===== config.mk =====
export PLATFORM = sky130hd
export DESIGN_NAME = ro_pair_counter
export DESIGN_NICKNAME = d
export VERILOG_FILES = /design/src/rtl/puf_pkg.sv /design/src/rtl/ro_edge_counter.sv /design/src/rtl/ro_pair_counter.sv
export SDC_FILE = /design/constraint.sdc
export NUM_CORES = 1
export LEC_CHECK = 0
export ABC_AREA = 0
export BUFFER_PORTS_ARGS = -buffer_cell sky130_fd_sc_hd__clkbuf_2
export CAP_MARGIN = 10
export CORE_MARGIN = 2
export CORE_UTILIZATION = 50
export DETAILED_ROUTE_END_ITERATION = 8
export PLACE_DENSITY = 0.8
export SLEW_MARGIN = 20
export SYNTH_ARGS = -nofsm -noshare
export SYNTH_HDL_FRONTEND = slang
export SYNTH_HIERARCHICAL = 1
export SYNTH_SLANG_ARGS = --single-unit

===== constraint.sdc =====
create_clock -name clk -period 5.56 [get_ports clk]
set_input_delay 0.834 -clock clk [delete_from_list [all_inputs] [get_ports clk]]
set_output_delay 0.834 -clock clk [all_outputs]
set_load 0.02 [all_outputs]

===== src/rtl/puf_pkg.sv =====
// Shared definitions for the ring-oscillator PUF measurement blocks.
//   puf_state_e      : measurement FSM states (IDLE, SETTLE, COUNT, RESULT)
//   PUF_SYNC_STAGES  : depth of the oscillator-to-clk synchroniser
//   max_u            : helper returning the larger of two unsigned values
package puf_pkg;

  typedef enum logic [1:0] {
    IDLE,
    SETTLE,
    COUNT,
    RESULT
  } puf_state_e;

  localparam int unsigned PUF_SYNC_STAGES = 2;

  function automatic int unsigned max_u(input int unsigned a, input int unsigned b);
    return (a > b) ? a : b;
  endfunction

endpackage


===== src/rtl/ro_edge_counter.sv =====
// Per-oscillator front end: 2-flop synchroniser, registered rising-edge
// detector and a saturating edge counter.
// Ports:
//   clk, rst_n : system clock, asynchronous active-low reset
//   ro         : raw oscillator output (asynchronous to clk)
//   count_en   : count detected edges while high
//   clear      : zero the counter and the sticky saturation flag
//   count      : current edge count (CNT_W bits, saturating)
//   sat        : sticky; set when an edge arrives while count is at its ceiling
module ro_edge_counter
  import puf_pkg::*;
#(
  parameter int unsigned CNT_W = 16
) (
  input  logic             clk,
  input  logic             rst_n,
  input  logic             ro,
  input  logic             count_en,
  input  logic             clear,
  output logic [CNT_W-1:0] count,
  output logic             sat
);

  logic [PUF_SYNC_STAGES-1:0] sync;
  logic                       sync_prev;
  logic                       edge_q;

  always_ff @(posedge clk or negedge rst_n) begin
    if (!rst_n) begin
      sync      <= '0;
      sync_prev <= 1'b0;
      edge_q    <= 1'b0;
    end else begin
      sync      <= {sync[PUF_SYNC_STAGES-2:0], ro};
      sync_prev <= sync[PUF_SYNC_STAGES-1];
      edge_q    <= sync[PUF_SYNC_STAGES-1] & ~sync_prev;
    end
  end

  // Edges are only counted while count_en is high; anything still in the
  // synchroniser when counting stops is simply dropped.
  always_ff @(posedge clk or negedge rst_n) begin
    if (!rst_n) begin
      count <= '0;
      sat   <= 1'b0;
    end else if (clear) begin
      count <= '0;
      sat   <= 1'b0;
    end else if (count_en && edge_q) begin
      if (count == '1) begin
        sat <= 1'b1;
      end else begin
        count <= count + 1'b1;
      end
    end
  end

endmodule


===== src/rtl/ro_pair_counter.sv =====
// Ring-oscillator pair measurement: enables both oscillators on request,
// counts synchronised rising edges of each over WINDOW_CYCLES clk cycles and
// produces one PUF response bit from the comparison.
// Optional feature macro: PUF_SETTLE_EN adds a SETTLE_CYCLES warm-up phase
// (oscillators enabled, edges not counted) before the counting window.
// Ports:
//   clk, rst_n       : system clock, asynchronous active-low reset
//   start            : single-cycle request, accepted only in IDLE
//   ro_a, ro_b       : raw oscillator outputs (asynchronous)
//   ro_en            : oscillator enable, high in SETTLE and COUNT
//   busy             : measurement in progress
//   done             : one-cycle pulse, results valid
//   resp_bit         : count_a > count_b
//   tie              : count_a == count_b
//   overflow         : either counter saturated in the window
//   count_a, count_b : final edge counts, held until the next result
module ro_pair_counter
  import puf_pkg::*;
#(
  parameter int unsigned WINDOW_CYCLES = 4096,
  parameter int unsigned CNT_W         = 16,
  parameter int unsigned SETTLE_CYCLES = 64
) (
  input  logic             clk,
  input  logic             rst_n,
  input  logic             start,
  input  logic             ro_a,
  input  logic             ro_b,
  output logic             ro_en,
  output logic             busy,
  output logic             done,
  output logic             resp_bit,
  output logic             tie,
  output logic             overflow,
  output logic [CNT_W-1:0] count_a,
  output logic [CNT_W-1:0] count_b
);

  // One phase timer is shared by SETTLE and COUNT, sized for the longer one.
  localparam int unsigned TMR_MAX = max_u(WINDOW_CYCLES, SETTLE_CYCLES);
  localparam int unsigned TMR_W   = (TMR_MAX < 2) ? 1 : $clog2(TMR_MAX);
  localparam logic [TMR_W-1:0] WIN_LAST = TMR_W'(WINDOW_CYCLES - 1);
`ifdef PUF_SETTLE_EN
  localparam logic [TMR_W-1:0] SET_LAST = TMR_W'(SETTLE_CYCLES - 1);
`endif

  puf_state_e       state_q, state_d;
  logic [TMR_W-1:0] timer_q, timer_d;
  logic             clear;
  logic             count_en;
  logic [CNT_W-1:0] cnt_a, cnt_b;
  logic             sat_a, sat_b;

  always_ff @(posedge clk or negedge rst_n) begin
    if (!rst_n) begin
      state_q <= IDLE;
      timer_q <= '0;
    end else begin
      state_q <= state_d;
      timer_q <= timer_d;
    end
  end

  always_comb begin
    state_d = state_q;
    timer_d = timer_q;
    clear   = 1'b0;
    case (state_q)
      IDLE: begin
        if (start) begin
          clear   = 1'b1;
          timer_d = '0;
`ifdef PUF_SETTLE_EN
          state_d = SETTLE;
`else
          state_d = COUNT;
`endif
        end
      end
`ifdef PUF_SETTLE_EN
      SETTLE: begin
        if (timer_q == SET_LAST) begin
          timer_d = '0;
          state_d = COUNT;
        end else begin
          timer_d = timer_q + 1'b1;
        end
      end
`endif
      COUNT: begin
        if (timer_q == WIN_LAST) begin
          timer_d = '0;
          state_d = RESULT;
        end else begin
          timer_d = timer_q + 1'b1;
        end
      end
      RESULT:  state_d = IDLE;
      default: state_d = IDLE;
    endcase
  end

  // Decoded straight from the state register so reset removes them at once.
  assign count_en = (state_q == COUNT);
  assign ro_en    = (state_q == SETTLE) || (state_q == COUNT);
  assign busy     = (state_q != IDLE);

  ro_edge_counter #(.CNT_W(CNT_W)) u_cnt_a (
    .clk      (clk),
    .rst_n    (rst_n),
    .ro       (ro_a),
    .count_en (count_en),
    .clear    (clear),
    .count    (cnt_a),
    .sat      (sat_a)
  );

  ro_edge_counter #(.CNT_W(CNT_W)) u_cnt_b (
    .clk      (clk),
    .rst_n    (rst_n),
    .ro       (ro_b),
    .count_en (count_en),
    .clear    (clear),
    .count    (cnt_b),
    .sat      (sat_b)
  );

  // Results are captured at the end of RESULT, so done and the new values
  // appear together in the first IDLE cycle.
  always_ff @(posedge clk or negedge rst_n) begin
    if (!rst_n) begin
      done     <= 1'b0;
      resp_bit <= 1'b0;
      tie      <= 1'b0;
      overflow <= 1'b0;
      count_a  <= '0;
      count_b  <= '0;
    end else begin
      done <= (state_q == RESULT);
      if (state_q == RESULT) begin
        resp_bit <= (cnt_a > cnt_b);
        tie      <= (cnt_a == cnt_b);
        overflow <= sat_a | sat_b;
        count_a  <= cnt_a;
        count_b  <= cnt_b;
      end
    end
  end

endmodule


# Word-level counts from Yosys, hierarchy flattened
# Index checks and enable logic that the tools add are counted.
# word_totals
ff_bits	92
input_bits	5
word_cells	74
# op_classes
n_addsub	3
order_cmp	1
n_eq_ne	11
mux	20
n_bitwise	5
reduce_logical	16
# op_table
operator	count
16-bit two-way mux	6
16-bit by 1-bit adder with 16-bit output (second input constant)	2
16-bit equality test (second input constant)	2
12-bit two-way mux	2
12-bit case mux with 2 select lines	1
16-bit equality test	1
16-bit > comparator	1
12-bit by 1-bit adder with 12-bit output (second input constant)	1
12-bit equality test (second input constant)	1
2-bit AND reduction	6
2-bit nonzero test	6
1-bit two-way mux	8
2-bit inequality test (second input constant)	4
2-bit equality test (second input constant)	2
2-bit two-way mux	2
2-bit case mux with 2 select lines	1
1-bit bitwise AND	2
2-bit by 1-bit equality test with 1-bit output (second input constant)	1
1-bit logical AND	2
2-bit logical NOT	1
1-bit inverter	2
1-bit logical OR	1
1-bit OR	1

# Logic depth before layout (Yosys ltp)
# logic_depth
depth_word	4
ltp_mapped	8

# Modules after synthesis
# Netlist, hierarchy kept.
# modules_own_cells
mod	instances	cells_each	area_per_inst_um2	seq_area_each_um2
ro_pair_counter	1	222	2521.2	1251.2
ro_edge_counter	2	110	1142.3	525.5

# Least setup slack after synthesis
# OpenSTA, ideal clock, no wires.
# synth_path
path_type	register -> register
from	register state_q[0]
to	register u_cnt_a.count[11]
setup_ps	128
arrival_time_ps	1848
required_ps	5432
slack_ps	3584
stages_incl_launch_ff	7
path_buffers	0
path_cell_list	dfrtp_1 > inv_1 > ha_1 > nand2_1 > or3_4 > a2111oi_4 > mux2_1
# synth_via
elab_chain_len	4
# synth_rtl
item	line_no	text
from (decl)	ro_pair_counter.sv:47	puf_state_e state_q, state_d;
from (signal assigned)	ro_pair_counter.sv:59	state_q <= state_d;
2-bit equality test	ro_pair_counter.sv:104	assign count_en = (state_q == COUNT);
named net count_en	ro_pair_counter.sv:50	logic count_en;
1-bit logical AND	ro_edge_counter.sv:49	end else if (count_en && edge_q) begin
2-bit nonzero test (no source line)	--	
2-bit AND reduction (no source line)	--	
to (signal assigned)	ro_edge_counter.sv:53	count <= count + 1'b1;
to (decl)	ro_edge_counter.sv:20	output logic [CNT_W-1:0] count,
# The timed path passes the listed nets, and every way through them passes these cells.
# A chain may end at the register's enable or synchronous reset.

# Worst setup path in the final report
# layout_path
from	register state_q[0]
to	register u_cnt_b.count[13]
# layout_via
elab_chain_len	4
# layout_rtl
item	line_no
2-bit equality test	ro_pair_counter.sv:104
named net count_en	ro_pair_counter.sv:50
1-bit logical AND	ro_edge_counter.sv:49
2-bit nonzero test (no source line)	--
2-bit AND reduction (no source line)	--
to (signal assigned)	ro_edge_counter.sv:53
to (decl)	ro_edge_counter.sv:20
# The timed path passes the listed nets, and every way through them passes these cells.

==> metrics.txt <==
root buffer cell=clkbuf_8; gr usage total=21.3%; P_leak=2.47 nW; Max clock buf depth=2; die footprint=0.0104 mm2; wire length per cell=between 15 and 20 um; FILL cells=811; HPWL Detailed=~7000 um; Area Growth Syn to Fin=11.6%; WL final=10,000 um; ANT nets after route=0; Comb pwr share=between 20% and 30%; run status=complete, no violations; pre-CTS setup slack=just over 3 ns; layout cells sized above 1=22.5%; Power Density=around 330 mW/mm2; ANT cells=0; post-synth top area share=between 40 and 50%; synthesized area per cell=10.9 um2; drt drc=0; FF-to-FF setup slack=2.97 ns; CTS tree=done; clk slew on worst S/H paths=0.09 ns; H-tree level count=3; Psw=0.000621 W; post-CTS sizing=0; biggest area consumer among synthesized cells=dfrtp_1; Post-Syn Area=0.00481 mm2; Sw Share=34.6%; YS warnings=6; grt total ovfl=0; Clk pwr share=about 28%; nets@finish=just over 500; Int Power=0.00117 W; Cells after Synth=442; syn_nets=469; first-pass GRT wire length=17,500 um; GP Congestion=between 0.8 and 0.9; Yosys reg bits=92; Slew Viols, Final=0; Setup CP Type=flip-flop to flip-flop; HP Class=input port to asynchronous set/reset pin; final setup fails=0; Yosys cell types=54; CP startpoint kind=flip-flop; core outline area=0.00928 mm2; area of the multi-input gates=0.00234 mm2; final worst slack=between 2 and 3 ns; ys flop type=dfrtp_1; FF+latch area=approximately 0.0023 mm2; EDFF count, synth=0; largest net degree at the start of global routing=74; Worst-Skew Late Latency=about 0.37 ns; Worst EP arrival=2.83 ns; sequential share of power=around 51%; row count=35; buffers inserted by post-CTS timing repair=0; starting density of the core=between 50% and 60%; IO Count=43; Synth area leaders=dfrtp_1, mux2_2, ha_1; via count=3,603; I/O Buffers=between 40 and 50; max cap viols=0; Setup TNS=0 ns; Setup crit end kind=flip-flop; async set-or-reset flop fraction in the synthesized netlist=100%; hold-fix buffers at CTS=0; Die Wd=~100 um; Tcrit/Tclk final=a little under half; VDD IR-drop max=0.140 mV; Slew HR=roughly 37%; initial antenna violation count=0; clk sink count=92; Via density=5.83; CP max FO=13; crit path time final=2.59 ns; RSZ-0062 raised after global routing=no; CTS buffer count=9; Die Height=102 um; Final Hold Vio Count=0; vias in the first global route=3,584; Max Fclk=386 MHz; Initial DRC Count=185; sequential-to-total area share from yosys stat=47.9%; worst-margin pin slew=0.948 ns; data required time of the worst path=5.80 ns; length of the first detailed-routing pass in iterations=4; skew final=0.0117 ns
-- layer usage --
layer	up-vias	GRT usage, %	wire length, um
li1	1712	-	-
met1	1789	28.9	4590
met2	86	34.5	4890
met3	16	3.08	359
met4	0	9.13	189
met5	-	0	0
-- stage by stage --
stage               instance area [um2]  total power, W  utilization, %  cells  hold slack [ns]
floorplan                          4810         0.00116               -    442            0.331
global placement                   5140         0.00127            55.4    603            0.334
detailed placement                 5140         0.00131            55.4    603            0.335
CTS                                5360         0.00181            57.7    618            0.322
global route                       5360         0.00190            57.8    618            0.340
finish                             5360         0.00179            57.8    618            0.328
-- placed cells by master, fill, tap and decap left out, drive strengths merged, types with 10 or more instances in the layout --
cell and instances:
or4 14, a21oi 31, nand4 15, dfrtp 92
nor3 10, nor2 28, o31ai 13, nand2 26
nand3 14, mux2 41, nor2b 14, inv 30
clkbuf 52, ha 22, o21ai 12
-- cell usage after synthesis, types with 5 or more instances --
cell type	n
a21oi_1	31
nand4_1	12
buf_2	6
mux2_2	33
dfrtp_1	92
or2_1	6
nand2_1	26
nor3_1	8
o31ai_1	13
o21ai_0	9
nor2b_1	14
or4_1	13
inv_1	28
mux2_1	8
ha_1	22
nor2_1	28
nand3_1	14
xnor2_1	5
-- worst paths after layout --
path,from,to,depth (start not counted)
worst max-delay path,state_q[0],u_cnt_b/count[13],6
worst min-delay path,rst_n,count_a[15],1
worst max register to register,state_q[0],u_cnt_b/count[13],6
worst min register to register,u_cnt_a/sync[0],u_cnt_a/sync[1],0
max in group asynchronous,rst_n,count_b[11],2
min in group clk,u_cnt_a/sync[0],u_cnt_a/sync[1],0
-- worst max-delay path, cell delays in order, from the launching register on --
cell      delay, ns
dfrtp_1        0.40
inv_1          0.11
ha_1           0.49
nand2_1        0.29
or3_4          0.49
a211oi_1       0.31
mux2_1         0.37
-- registers in the layout (all words and copies together), names as in the netlist, 2 cells and up --
name / count
state_q: 2
count_a: 16
u_cnt_b/count: 16
u_cnt_a/sync: 2
u_cnt_b/sync: 2
u_cnt_a/count: 16
count_b: 16
timer_q: 12
-- power by group through the flow --
stage | Sequential [W] | Clock [W] | Combinational [W]
detailed placement | 0.000927 | 0 | 0.000379
global route | 0.000932 | 0.000528 | 0.000445
floorplan | 0.000864 | 0 | 0.000296
global placement | 0.000923 | 0 | 0.000349
CTS | 0.000912 | 0.000508 | 0.000386
finish | 0.000914 | 0.000495 | 0.000385
-- logic make-up (layout without fill, tap and decap cells) --
logic type,count (synthesis),in the layout,share of synthesized area (%)
fa+ha+maj,22,22,5.73
compound gates,84,84,12.4
mux,42,42,9.82
simple gates,155,155,19.8
xor+xnor,5,5,0.911
flops,92,92,47.9
buf+inv,42,89,3.44
-- final cells by class --
type / instances / area share, %
repair buffers: 44 / 4.25
clock inverters: 4 / 1.38
clock buffers: 11 / 2.64
multi-input cells: 308 / 43.7
well taps: 129 / 3.01
flip-flops and latches: 92 / 42.9
inverters: 30 / 2.10
Note: power is estimated with default switching activity, not from simulation.
